`config.mk`:
```
export PLATFORM = sky130hd
export DESIGN_NAME = rca_pipeline_arbiter
export DESIGN_NICKNAME = d
export VERILOG_FILES = /design/src/rtl/rca_pipeline_arbiter.sv
export SDC_FILE = /design/constraint.sdc
export NUM_CORES = 1
export LEC_CHECK = 0
export CORE_MARGIN = 2
export CORE_UTILIZATION = 55
export CTS_CLUSTER_DIAMETER = 150
export DETAILED_ROUTE_END_ITERATION = 12
export PLACE_DENSITY = 0.82
export SETUP_SLACK_MARGIN = 0.2
export SYNTH_ARGS = -nofsm -noshare
export SYNTH_HDL_FRONTEND = slang
export SYNTH_SLANG_ARGS = --single-unit
```
`constraint.sdc`:
```
create_clock -name clk_i -period 4.27 [get_ports clk_i]
set_input_delay 0.854 -clock clk_i [delete_from_list [all_inputs] [get_ports clk_i]]
set_output_delay 0.854 -clock clk_i [all_outputs]
set_load 0.02 [all_outputs]
```
`src/rtl/rca_pipeline_arbiter.sv`:
```
// rca_pipeline_arbiter
//   Shares one pipelined ripple-carry adder among NREQ requesters. A
//   round-robin arbiter issues at most one add per cycle. A {valid, owner}
//   tag pipe runs alongside the adder so that each result is steered to its
//   owner's response FIFO. Each requester has a credit counter that covers
//   ops in flight plus FIFO occupancy. Issue to a requester stops when its
//   credit count reaches RSP_DEPTH, so a FIFO can never overflow.
//
//   Ports
//     clk_i, rst_ni          clock, synchronous active-low reset
//     req_valid_i/ready_o    per-requester op handshake (ready one-hot or 0)
//     req_a_i, req_b_i       operands, requester i at [i*NBITS +: NBITS]
//     req_cin_i              per-requester carry-in
//     rsp_valid_o/ready_i    per-requester result handshake
//     rsp_sum_o, rsp_cout_o  result, same packing as the operands
//     stat_issued_o          (RCA_ARB_STATS_EN) saturating count of ops issued
//     stat_blocked_o         (RCA_ARB_STATS_EN) saturating count of cycles with
//                            some request valid but no grant
//
//   Optional feature macro: RCA_ARB_STATS_EN

module rca_adder_pipe #(
  parameter int NBITS   = 8,
  parameter int NSTAGES = 2
) (
  input  logic             clk_i,
  input  logic [NBITS-1:0] a_i,
  input  logic [NBITS-1:0] b_i,
  input  logic             cin_i,
  output logic [NBITS-1:0] sum_o,
  output logic             cout_o
);
  localparam int W = NBITS / NSTAGES;

  // Latency is NSTAGES+1. One input register is followed by one register per
  // chunk. Chunk j adds its operand slice in stage j. Operand slices are delayed
  // j cycles to meet their carry. Finished sum slices are delayed so that all
  // slices leave together.
  logic [NSTAGES:0]   c_q;
  logic [NSTAGES-1:0] c_nx;

  function automatic logic [W:0] rca(input logic [W-1:0] a, input logic [W-1:0] b,
                                     input logic c);
    logic [W-1:0] s;
    logic         cy;
    s  = '0;
    cy = c;
    for (int j = 0; j < W; j++) begin
      s[j] = a[j] ^ b[j] ^ cy;
      cy   = (a[j] & b[j]) | (cy & (a[j] ^ b[j]));
    end
    return {cy, s};
  endfunction

  always_ff @(posedge clk_i) begin
    c_q[0]         <= cin_i;
    c_q[NSTAGES:1] <= c_nx;
  end

  for (genvar j = 0; j < NSTAGES; j++) begin : g_chunk
    logic [W-1:0] a_q [j+1];
    logic [W-1:0] b_q [j+1];
    logic [W-1:0] s_q [NSTAGES-j];
    logic [W:0]   r;

    assign r       = rca(a_q[j], b_q[j], c_q[j]);
    assign c_nx[j] = r[W];

    always_ff @(posedge clk_i) begin
      a_q[0] <= a_i[j*W +: W];
      b_q[0] <= b_i[j*W +: W];
      for (int k = 1; k <= j; k++) begin
        a_q[k] <= a_q[k-1];
        b_q[k] <= b_q[k-1];
      end
      s_q[0] <= r[W-1:0];
      for (int k = 1; k < NSTAGES - j; k++) s_q[k] <= s_q[k-1];
    end

    assign sum_o[j*W +: W] = s_q[NSTAGES-1-j];
  end

  assign cout_o = c_q[NSTAGES];
endmodule

// Per-requester lane. It holds the credit counter and the response FIFO.
module rca_arb_lane #(
  parameter int W     = 8,
  parameter int DEPTH = 4
) (
  input  logic       clk_i,
  input  logic       rst_ni,
  input  logic       issue_i,
  input  logic       wr_i,
  input  logic [W:0] wdata_i,
  input  logic       rsp_ready_i,
  output logic       rsp_valid_o,
  output logic [W:0] rdata_o,
  output logic       room_o
);
  localparam int PW = $clog2(DEPTH);
  localparam int CW = PW + 1;

  logic [W:0]    mem_q [DEPTH];
  logic [PW:0]   wr_q, rd_q;
  logic [CW-1:0] credit_q;
  logic          pop;

  assign rsp_valid_o = rst_ni && (wr_q != rd_q);
  assign rdata_o     = mem_q[rd_q[PW-1:0]];
  assign pop         = rsp_valid_o && rsp_ready_i;
  assign room_o      = credit_q < CW'(DEPTH);

  always_ff @(posedge clk_i) begin
    if (!rst_ni) begin
      wr_q     <= '0;
      rd_q     <= '0;
      credit_q <= '0;
    end else begin
      if (wr_i) wr_q <= wr_q + 1'b1;
      if (pop)  rd_q <= rd_q + 1'b1;
      case ({issue_i, pop})
        2'b10:   credit_q <= credit_q + 1'b1;
        2'b01:   credit_q <= credit_q - 1'b1;
        default: credit_q <= credit_q;
      endcase
    end
  end

  always_ff @(posedge clk_i) begin
    if (wr_i) mem_q[wr_q[PW-1:0]] <= wdata_i;
  end
endmodule

module rca_pipeline_arbiter #(
  parameter int NREQ      = 4,
  parameter int NBITS     = 8,
  parameter int NSTAGES   = 2,
  parameter int RSP_DEPTH = 4
) (
  input  logic                  clk_i,
  input  logic                  rst_ni,
  input  logic [NREQ-1:0]       req_valid_i,
  output logic [NREQ-1:0]       req_ready_o,
  input  logic [NREQ*NBITS-1:0] req_a_i,
  input  logic [NREQ*NBITS-1:0] req_b_i,
  input  logic [NREQ-1:0]       req_cin_i,
  output logic [NREQ-1:0]       rsp_valid_o,
  input  logic [NREQ-1:0]       rsp_ready_i,
  output logic [NREQ*NBITS-1:0] rsp_sum_o,
  output logic [NREQ-1:0]       rsp_cout_o
`ifdef RCA_ARB_STATS_EN
  ,
  output logic [15:0]           stat_issued_o,
  output logic [15:0]           stat_blocked_o
`endif
);
  localparam int LAT = NSTAGES + 1;
  localparam int IW  = $clog2(NREQ);

  if ((NBITS % NSTAGES) != 0 || (RSP_DEPTH & (RSP_DEPTH - 1)) != 0 || RSP_DEPTH < 2 ||
      (NSTAGES & (NSTAGES - 1)) != 0 || NREQ < 2 || NREQ > 8) begin : g_bad_cfg
    $fatal(1, "rca_pipeline_arbiter: illegal parameter combination");
  end

  logic [IW-1:0]   rr_q;
  logic [NREQ-1:0] room;
  logic            issue;
  logic [IW-1:0]   gnt;

  // Scan from rr_q with wrap. Gating on rst_ni keeps ready low during reset.
  always_comb begin : p_arb
    int idx;
    idx   = 0;
    issue = 1'b0;
    gnt   = '0;
    for (int off = 0; off < NREQ; off++) begin
      idx = int'(rr_q) + off;
      if (idx >= NREQ) idx = idx - NREQ;
      if (!issue && rst_ni && req_valid_i[idx] && room[idx]) begin
        issue = 1'b1;
        gnt   = IW'(idx);
      end
    end
  end

  always_comb begin
    req_ready_o = '0;
    if (issue) req_ready_o[gnt] = 1'b1;
  end

  always_ff @(posedge clk_i) begin
    if (!rst_ni)    rr_q <= '0;
    else if (issue) rr_q <= (int'(gnt) == NREQ - 1) ? '0 : gnt + 1'b1;
  end

  // Shared adder. It has no valid or stall, so only the tag pipe says whether
  // its output means anything.
  logic [NBITS-1:0] add_sum;
  logic             add_cout;

  rca_adder_pipe #(.NBITS(NBITS), .NSTAGES(NSTAGES)) u_add (
    .clk_i  (clk_i),
    .a_i    (req_a_i[gnt*NBITS +: NBITS]),
    .b_i    (req_b_i[gnt*NBITS +: NBITS]),
    .cin_i  (req_cin_i[gnt]),
    .sum_o  (add_sum),
    .cout_o (add_cout)
  );

  logic [LAT-1:0] vld_pipe_q;
  logic [IW-1:0]  own_pipe_q [LAT];

  always_ff @(posedge clk_i) begin
    if (!rst_ni) vld_pipe_q <= '0;
    else         vld_pipe_q <= {vld_pipe_q[LAT-2:0], issue};
  end

  always_ff @(posedge clk_i) begin
    own_pipe_q[0] <= gnt;
    for (int k = 1; k < LAT; k++) own_pipe_q[k] <= own_pipe_q[k-1];
  end

  for (genvar i = 0; i < NREQ; i++) begin : g_lane
    logic [NBITS:0] rdata;

    rca_arb_lane #(.W(NBITS), .DEPTH(RSP_DEPTH)) u_lane (
      .clk_i       (clk_i),
      .rst_ni      (rst_ni),
      .issue_i     (req_ready_o[i]),
      .wr_i        (vld_pipe_q[LAT-1] && (int'(own_pipe_q[LAT-1]) == i)),
      .wdata_i     ({add_cout, add_sum}),
      .rsp_ready_i (rsp_ready_i[i]),
      .rsp_valid_o (rsp_valid_o[i]),
      .rdata_o     (rdata),
      .room_o      (room[i])
    );

    assign rsp_sum_o[i*NBITS +: NBITS] = rdata[NBITS-1:0];
    assign rsp_cout_o[i]               = rdata[NBITS];
  end

`ifdef RCA_ARB_STATS_EN
  logic [15:0] issued_q, blocked_q;

  always_ff @(posedge clk_i) begin
    if (!rst_ni) begin
      issued_q  <= '0;
      blocked_q <= '0;
    end else begin
      if (issue && issued_q != 16'hFFFF) issued_q <= issued_q + 1'b1;
      if (|req_valid_i && !issue && blocked_q != 16'hFFFF) blocked_q <= blocked_q + 1'b1;
    end
  end

  assign stat_issued_o  = issued_q;
  assign stat_blocked_o = blocked_q;
`endif
endmodule

```
# Yosys cells after proc, flatten, opt, wreduce, memory -nomap -nowiden
# Memories as Yosys holds them, arrays and structs flattened. A register that Yosys moved wholly into a read port is not among the register bits.
# Cells that the tools add are included.
[totals]
mem_count = 11
inputBits = 78
romBits = 0
ramBits = 186
elab_cells = 216
reg_bits = 44
latchBits = 0
[op_classes]
n_eq_ne = 16
shifts = 2
multipliers = 0
n_reduce_logical = 32
magnitude_cmp = 14
muxes = 62
n_bitwise = 40
div_mod_pow = 0
addsub = 24
[memory_table]
columns = ["name", "words", "word_bits", "rd", "rd_ports_with_merged_regs", "write_ports", "line_no", "text"]
rows = [
  ["g_lane[0].u_lane.mem_q", 4, 9, 1, 1, 1, "104", "logic [W:0] mem_q [DEPTH];"],
  ["g_lane[1].u_lane.mem_q", 4, 9, 1, 1, 1, "104", ""],
  ["g_lane[2].u_lane.mem_q", 4, 9, 1, 1, 1, "104", ""],
  ["g_lane[3].u_lane.mem_q", 4, 9, 1, 1, 1, "104", ""],
  ["u_add.g_chunk[0].s_q", 2, 4, 2, 0, 2, "63", "logic [W-1:0] s_q [NSTAGES-j];"],
  ["u_add.g_chunk[1].a_q", 2, 4, 2, 0, 2, "61", "logic [W-1:0] a_q [j+1];"],
  ["+5 memories", "--", "--", "--", "--", "--", "--", ""],
]
[ops]
columns = ["operator", "count"]
rows = [
  ["< comparator 32 x 4 -> 1 bit (second input constant)", 4],
  ["2-to-1 mux 32 bit", 4],
  ["indexed part select 32 x 6 -> 8 bit", 2],
  ["adder 3 x 1 -> 3 bit (second input constant)", 12],
  ["2-to-1 mux 1 bit", 30],
  ["2-to-1 mux 2 bit", 13],
  ["logical AND 1 bit", 24],
  ["one-hot mux 3 bit (2 select lines)", 4],
  ["binary-select mux 1 bit (select 2 bit)", 9],
  ["bitwise AND 1 bit", 16],
  ["XOR 1 bit", 16],
  ["equality test 2 x 1 -> 1 bit (second input constant)", 6],
  ["equality test 2 bit (second input constant)", 6],
  ["< comparator 3 bit (second input constant)", 4],
  ["inequality test 3 bit", 4],
  ["subtractor 3 x 1 -> 3 bit (second input constant)", 4],
  ["subtractor 3 x 3 -> 4 bit (second input constant)", 3],
  [">= comparator 3 bit (second input constant)", 3],
  ["OR 1 bit", 8],
  ["nonzero test 2 bit", 4],
  ["adder 2 x 2 -> 3 bit (second input constant)", 2],
  ["2-to-1 mux 4 bit", 1],
  ["subtractor 2 x 3 -> 4 bit (second input constant)", 1],
  ["adder 2 x 1 -> 3 bit (second input constant)", 1],
  ["7 further kinds", 9],
]

# Depth between registers and ports, before layout
# Gate-level depths: netlist (run 1).
[logic_depth]
ltp_word = 30
depth_mapped = 16
mapped_depth_nobuf = 13

# By module
# A second synthesis (run 1) with hierarchy kept.
[hier_totals]
cells_unflattened = 627
hier_area_um2 = 9738.1
[modules_own_cells]
columns = ["module", "n_inst", "cells_per_inst", "area_each_um2"]
rows = [
  ["rca_arb_lane (g_lane[0].u_lane ...)", 3, 120, 1940.6],
  ["rca_arb_lane (g_lane[3].u_lane)", 1, 119, 1934.4],
  ["rca_adder_pipe", 1, 71, 1046.0],
  ["rca_pipeline_arbiter", 1, 77, 935.9],
]

# Worst setup path after synthesis (run 1)
# No wires, ideal clock.
[synth_timing]
path_type = "input port to flip-flop"
startpoint = "in req_valid_i[3]"
endpoint = "reg g_lane[3].u_lane.credit_q[2]"
path_stages = 14
setup_slack_ns = 0.633
required_time_ns = 4.200
path_buffers = 1
arrival_ns = 3.567
cell_sequence = "nor2b_1 > mux2i_2 > a2111oi_4 > o31ai_4 > buf_6 > inv_2 > ha_1 > nand2_1 > ha_1 > inv_1 > fa_1 > xor2_1 > or3_1 > a21oi_1"
[synth_between]
elab_chain_len = 28
[synth_rtl]
columns = ["element", "line_no", "text"]
rows = [
  ["start: declaration", "143", "input logic [NREQ-1:0] req_valid_i,"],
  ["binary-select mux 1 bit (select 2 bit)", "180", "if (!issue && rst_ni && req_valid_i[idx] && room[idx]) begin"],
  ["2-to-1 mux 1 bit (not written as such) (2 in a row)", "180", ""],
  ["logical AND 1 bit (2 in a row)", "180", ""],
  ["2-to-1 mux 1 bit", "180", ""],
  ["logical NOT 1 bit", "180", ""],
  ["logical AND 1 bit (3 in a row)", "180", ""],
  ["2-to-1 mux 1 bit", "180", ""],
  ["logical NOT 1 bit", "180", ""],
  ["[... 8 more ...]", "--", ""],
  ["2-to-1 mux 2 bit", "180", ""],
  ["< comparator 2 x 3 -> 1 bit (not written as such) or >= comparator 2 x 1 -> 1 bit (tied branches)", "189", "if (issue) req_ready_o[gnt] = 1'b1;"],
  ["logical AND 1 bit (not written as such)", "189", ""],
  ["2-to-1 mux 1 bit (not written as such)", "189", ""],
  ["demux 1 bit (select 2 bit)", "189", ""],
  ["2-to-1 mux 4 bit (*)", "189", ""],
  ["equality test 2 x 1 -> 1 bit or equality test 2 bit (tied branches)", "122", "case ({issue_i, pop})"],
  ["one-hot mux 3 bit (2 select lines) or nonzero test 2 bit (tied branches)", "--", ""],
  ["end signal: assignment", "123", "2'b10: credit_q <= credit_q + 1'b1;"],
  ["end signal: assignment", "124", "2'b01: credit_q <= credit_q - 1'b1;"],
  ["end signal: assignment", "125", "default: credit_q <= credit_q;"],
  ["end: declaration", "106", "logic [CW-1:0] credit_q;"],
]
# Mark *: on every way between the ends. The rest lies on a longest branch, timed or not. The select of a mux whose other input is x is not followed.
# A chain may end at the register's enable or synchronous reset.

# Final worst setup path (run 1)
[layout_timing]
startpoint = "in req_valid_i[1]"
endpoint = "out req_ready_o[2]"
[layout_between]
elab_chain_len = 26
[layout_rtl]
columns = ["element", "line_no", "text"]
rows = [
  ["binary-select mux 1 bit (select 2 bit)", "180", ""],
  ["2-to-1 mux 1 bit (not written as such) (2 in a row)", "180", ""],
  ["logical AND 1 bit (2 in a row)", "180", ""],
  ["2-to-1 mux 1 bit", "180", ""],
  ["logical NOT 1 bit", "180", ""],
  ["logical AND 1 bit (3 in a row)", "180", ""],
  ["2-to-1 mux 1 bit", "180", ""],
  ["logical NOT 1 bit", "180", ""],
  ["[... 4 more ...]", "--", ""],
  ["logical NOT 1 bit", "180", ""],
  ["logical AND 1 bit (3 in a row)", "180", ""],
  ["2-to-1 mux 2 bit", "180", ""],
  ["< comparator 2 x 3 -> 1 bit (not written as such) or >= comparator 2 x 1 -> 1 bit (tied branches)", "189", ""],
  ["logical AND 1 bit (not written as such)", "189", ""],
  ["2-to-1 mux 1 bit (not written as such)", "189", ""],
  ["demux 1 bit (select 2 bit)", "189", ""],
  ["2-to-1 mux 4 bit (*)", "189", ""],
  ["end: declaration", "144", "output logic [NREQ-1:0] req_ready_o,"],
]
# Marked as above.

==> results of run 1 <==
-- flip-flops by register name (all words and copies together), names as in the netlist, named ones only --
signal	flops
u_add.g_chunk.a_q	12
u_add.c_q	3
u_add.g_chunk.s_q	12
g_lane.u_lane.rd_q	12
u_add.g_chunk.b_q	12
rr_q	2
g_lane.u_lane.credit_q	12
g_lane.u_lane.mem_q	144
g_lane.u_lane.wr_q	12
own_pipe_q	6
vld_pipe_q	3
-- stage by stage --
stage / cell area [um2] / power [uW] / utilization (%)
after detailed placement: 11890 / 3837 / 63.35
final: 12570 / 5619 / 66.97
after global routing: 12570 / 5855 / 66.97
after floorplan: 10520 / 3489 / -
after CTS: 12570 / 5669 / 66.95
after global placement: 11890 / 3794 / 63.35
-- final cells by class --
type,count,area (um2),area share (%)
Clock buffer,29,598.1,4.758
Clock inverter,12,82.58,0.6570
Inverter,71,266.5,2.120
Multi-Input combinational cell,413,3769,29.98
Sequential cell,238,6207,49.38
Tap cell,234,292.8,2.329
Timing Repair Buffer,140,1354,10.77
-- cell families after synthesis --
group,Yosys count,synth area share (%)
buf+inv,132,5.386
mux,60,10.14
simple gates,144,6.980
fa+ha+maj,37,5.256
flops,238,58.98
compound gates,136,10.26
xor+xnor,36,2.996
-- what timing repair did --
action | 4_1_cts | 5_1_grt
pin swaps | 0 | 0
gates resized for setup | 3 | 2
setup endpoints to repair | 3 | 2
-- final timing paths --
check,start,end,slack [ps],cells past startpoint
setup / recovery,req_valid_i[1],req_ready_o[2],300,8
hold / removal,u_add.g_chunk[1].a_q[0][2],u_add.g_chunk[1].a_q[0][6],320,0
setup reg to reg,rr_q[0],g_lane[1].u_lane.credit_q[2],830,10
hold reg to reg,u_add.g_chunk[1].a_q[0][2],u_add.g_chunk[1].a_q[0][6],320,0
-- metal layers --
layer	vias up	wire length [um]	share of wire, %
li1	3072	-	-
met4	0	317	1.6
met3	26	1088	5.4
met1	3147	8760	44
met2	223	9916	49
met5	-	0	0
-- report_power, final --
group          switching, uW  internal, uW  total, uW
sequential               282          2820       3110
clock                    795          1050       1840
combinational            347           322        669
-- cells in the mapped netlist --
cell type	n	area share [%]
sky130_fd_sc_hd__mux4_2	37	7.9
sky130_fd_sc_hd__nor3_1	38	1.8
sky130_fd_sc_hd__clkbuf_1	34	1.2
sky130_fd_sc_hd__and3_1	3	0.18
sky130_fd_sc_hd__nor4bb_1	1	0.095
sky130_fd_sc_hd__ha_1	25	3.0
sky130_fd_sc_hd__o31ai_4	1	0.20
sky130_fd_sc_hd__nand2b_1	3	0.18
sky130_fd_sc_hd__buf_2	9	0.43
sky130_fd_sc_hd__nand3b_1	2	0.14
sky130_fd_sc_hd__nor2b_1	4	0.24
sky130_fd_sc_hd__o21a_1	34	2.4
sky130_fd_sc_hd__xor2_1	17	1.4
sky130_fd_sc_hd__o21ai_1	2	0.095
sky130_fd_sc_hd__or3_1	5	0.30
sky130_fd_sc_hd__inv_1	67	2.4
sky130_fd_sc_hd__and2_1	22	1.3
sky130_fd_sc_hd__o211a_1	1	0.095
sky130_fd_sc_hd__a211oi_1	37	2.6
sky130_fd_sc_hd__a2111oi_4	2	0.52
sky130_fd_sc_hd__o311a_1	4	0.38
sky130_fd_sc_hd__mux2i_1	22	2.1
sky130_fd_sc_hd__dfxtp_1	94	18
sky130_fd_sc_hd__a22o_1	1	0.083
sky130_fd_sc_hd__nand3_1	2	0.095
sky130_fd_sc_hd__a21oi_1	9	0.43
sky130_fd_sc_hd__nor4_2	1	0.12
sky130_fd_sc_hd__o31ai_1	1	0.071
sky130_fd_sc_hd__nor4b_1	1	0.083
sky130_fd_sc_hd__buf_1	5	0.18
sky130_fd_sc_hd__edfxtp_1	144	41
sky130_fd_sc_hd__nor3b_1	3	0.21
sky130_fd_sc_hd__nor4_1	1	0.059
sky130_fd_sc_hd__inv_2	4	0.14
sky130_fd_sc_hd__buf_4	10	0.71
sky130_fd_sc_hd__buf_6	3	0.32
sky130_fd_sc_hd__nor2_1	41	1.5
sky130_fd_sc_hd__a221oi_1	34	2.8
sky130_fd_sc_hd__fa_1	12	2.3
sky130_fd_sc_hd__o21ai_0	9	0.43
sky130_fd_sc_hd__a31oi_1	1	0.059
sky130_fd_sc_hd__xnor2_1	19	1.6
sky130_fd_sc_hd__nand2_1	15	0.54
sky130_fd_sc_hd__and3b_1	2	0.17
sky130_fd_sc_hd__mux2i_2	1	0.13
-- worst register-to-register path, stage by stage, from the launching register on --
cell and delay [ps]:
sky130_fd_sc_hd__dfxtp_1 710, sky130_fd_sc_hd__mux4_2 610, sky130_fd_sc_hd__a2111oi_4 390, sky130_fd_sc_hd__o31ai_4 130
sky130_fd_sc_hd__buf_4 190, sky130_fd_sc_hd__nand2b_1 150, sky130_fd_sc_hd__ha_1 220, sky130_fd_sc_hd__fa_1 380
sky130_fd_sc_hd__xnor2_1 140, sky130_fd_sc_hd__or3_1 300, sky130_fd_sc_hd__a21oi_1 150
==> impl_summary.md, run 1 <==
Global routing
Entering global routing, the biggest net connects 71 pins. The routing usage on met2 is 33.10%. The global-route wire length before repair is 32110 um. The number of global-route vias before repair is between 6000 and 7000.

The met3 track demand over resource in global routing is between 2 and 3%. For met1 alone, demand over resource in global routing was 28.70%. The number of antenna violations at the first check in global routing came to 0. The layer with the highest usage after global routing is met2.

Summed over all layers, the global routing overflow is 0. Global routing used 19.94% of the available tracks across all layers.

Timing
Setup repair after global routing left no endpoint under its margin. Across all hold checks on the routed design, the worst slack comes to about 320 ps. The worst path meets setup with between 300 and 400 ps of slack. The transition at the pin with the smallest max-transition slack is 705.2 ps. The shortest clock period the worst path allows after layout is 3967 ps. The total setup violations reported at the end of the flow is 0. The final number of max-transition violations was 0.

The number of failing hold endpoints at the final stage came to 0. Setup total negative slack on the finished layout was measured at 0 ps. The post-route clock period utilization is 92.91%. The worst-case headroom to the max-slew limit is 52.88%. The achievable clock frequency is 252.1 MHz. Across the routed clock network, the largest skew measured is 7.675 ps.

Layout
The share of layout cells above drive strength 1 is a little over a tenth. The filler-free cell count of the finished design is 1137. The repair_antennas step left the layout with diodes totalling 0. The net count of the finished layout is 1002. Compared with the post-synthesis result, the final layout area differs by 19.45%. The layout has around 1300 filler cells. In the layout the commonest cells are sky130_fd_sc_hd__edfxtp_1, sky130_fd_sc_hd__clkdlybuf4s50_1, sky130_fd_sc_hd__dfxtp_1, sky130_fd_sc_hd__inv_1, sky130_fd_sc_hd__nor2_1.

The most common library cell in the layout ignoring fill and taps is sky130_fd_sc_hd__edfxtp_1.

Setup path
Counting both buffers and inverters, the worst setup path holds a total of 3. The required time of the critical path is around 3400 ps. The maximum fanout count along the critical path is 8. For this run, the slowest stage of the critical path takes 480 ps. The critical path capture point type is a primary output. The setup path with the least slack is of type input pin to primary output. The data arrival time at the worst-slack endpoint is roughly 3100 ps.

The slowest cell on the critical path is sky130_fd_sc_hd__mux4_2. The kind of cell adding the most delay to the critical path is buffers and inverters. The critical path goes through clkdlybuf4s50_1 > nor2b_1 > mux4_2 > a2111oi_4 > o31ai_4 > buf_4 > and3_1 > dlygate4sd2_1. The worst setup path is launched from an input pin.

Clock tree
In this run the number of H-tree levels came out at 1. The number of post-CTS setup repair buffers is 0. The number of CTS-inserted buffers is 23. TritonCTS built the clock tree. No sink is reached through more buffers than the 3 on the longest clock path.

At the later pin of the worst-skew pair, clock insertion delay measures around 500 ps. After clock tree synthesis, the clock-pin slew on the worst setup and hold paths is 60 ps. The root buffer cell chosen for the clock tree is sky130_fd_sc_hd__clkbuf_16.

Hold repair after CTS inserted 0 buffers. Counting every sink on the clock net gives 238.

Placement
The count of input and output buffers is 121. The total instance count after detailed placement is 1096. The global placement routability congestion is about 0.86. OpenSTA, run right after detailed placement, puts the worst setup slack at approximately 34 ps. The half-perimeter wire length of the detailed placement result is 13260 um.

Yosys
The count of state elements after synthesis is around 240. The Yosys step of the flow raised 0 warnings. The sequential area share after synthesis is 58.98%.

When the netlist entered floorplanning its net count stood at approximately 900. The summed instance area of the synthesized netlist is 10520 um2. A synthesized cell averages ~13 um2. In this run, distinct cell masters in the synthesized netlist total 45. Synthesis handed over a netlist of 783 instances.

Floorplanning
The placeable core region is 18770 um2. The die outline height is 142.3 um. The die covers 20260 um2.

Measured along the x axis, the die boundary spans approximately 140 um. During I/O placement, the number of pins put on the boundary was ~120. The initialized floorplan defines 50 standard-cell rows. The effective utilization at floorplan is between 50% and 60%.

Pwr
IR analysis of the VDD net gives a maximum drop of 0.2033 mV. The cell leakage power is 0.004666 uW. In this run the power density over the cells is about 450 nW/um2.

Detailed routing
The via count normalized by instance count is around 5.7. The first routing iteration left 473 violations. The detailed-router iteration count before antenna repair is 5. Once detail routing completed, the nets flagged for antenna violations numbered 0. The final wirelength is roughly 20000 um. For this run, design rule violations remaining after detail routing come to 0.

In the final routed layout, each cell accounts on average for between 15 and 20 um. The number of vias after detailed routing is 6468.

Worst hold path
The path class of the tightest hold or removal check is flop to flop.

Run status
The flow ran to the end, and the final reports show no timing, DRC or antenna violations.

Run
Max-cap violations in this run came to 0.
Note: power is estimated with default switching activity, not from simulation.
==> run 2, diff against run 1 <==
- CAP_MARGIN: unset -> 20
==> results of run 2 <==
Same layout as run 1: the final DEF is identical, and so are final timing and power.
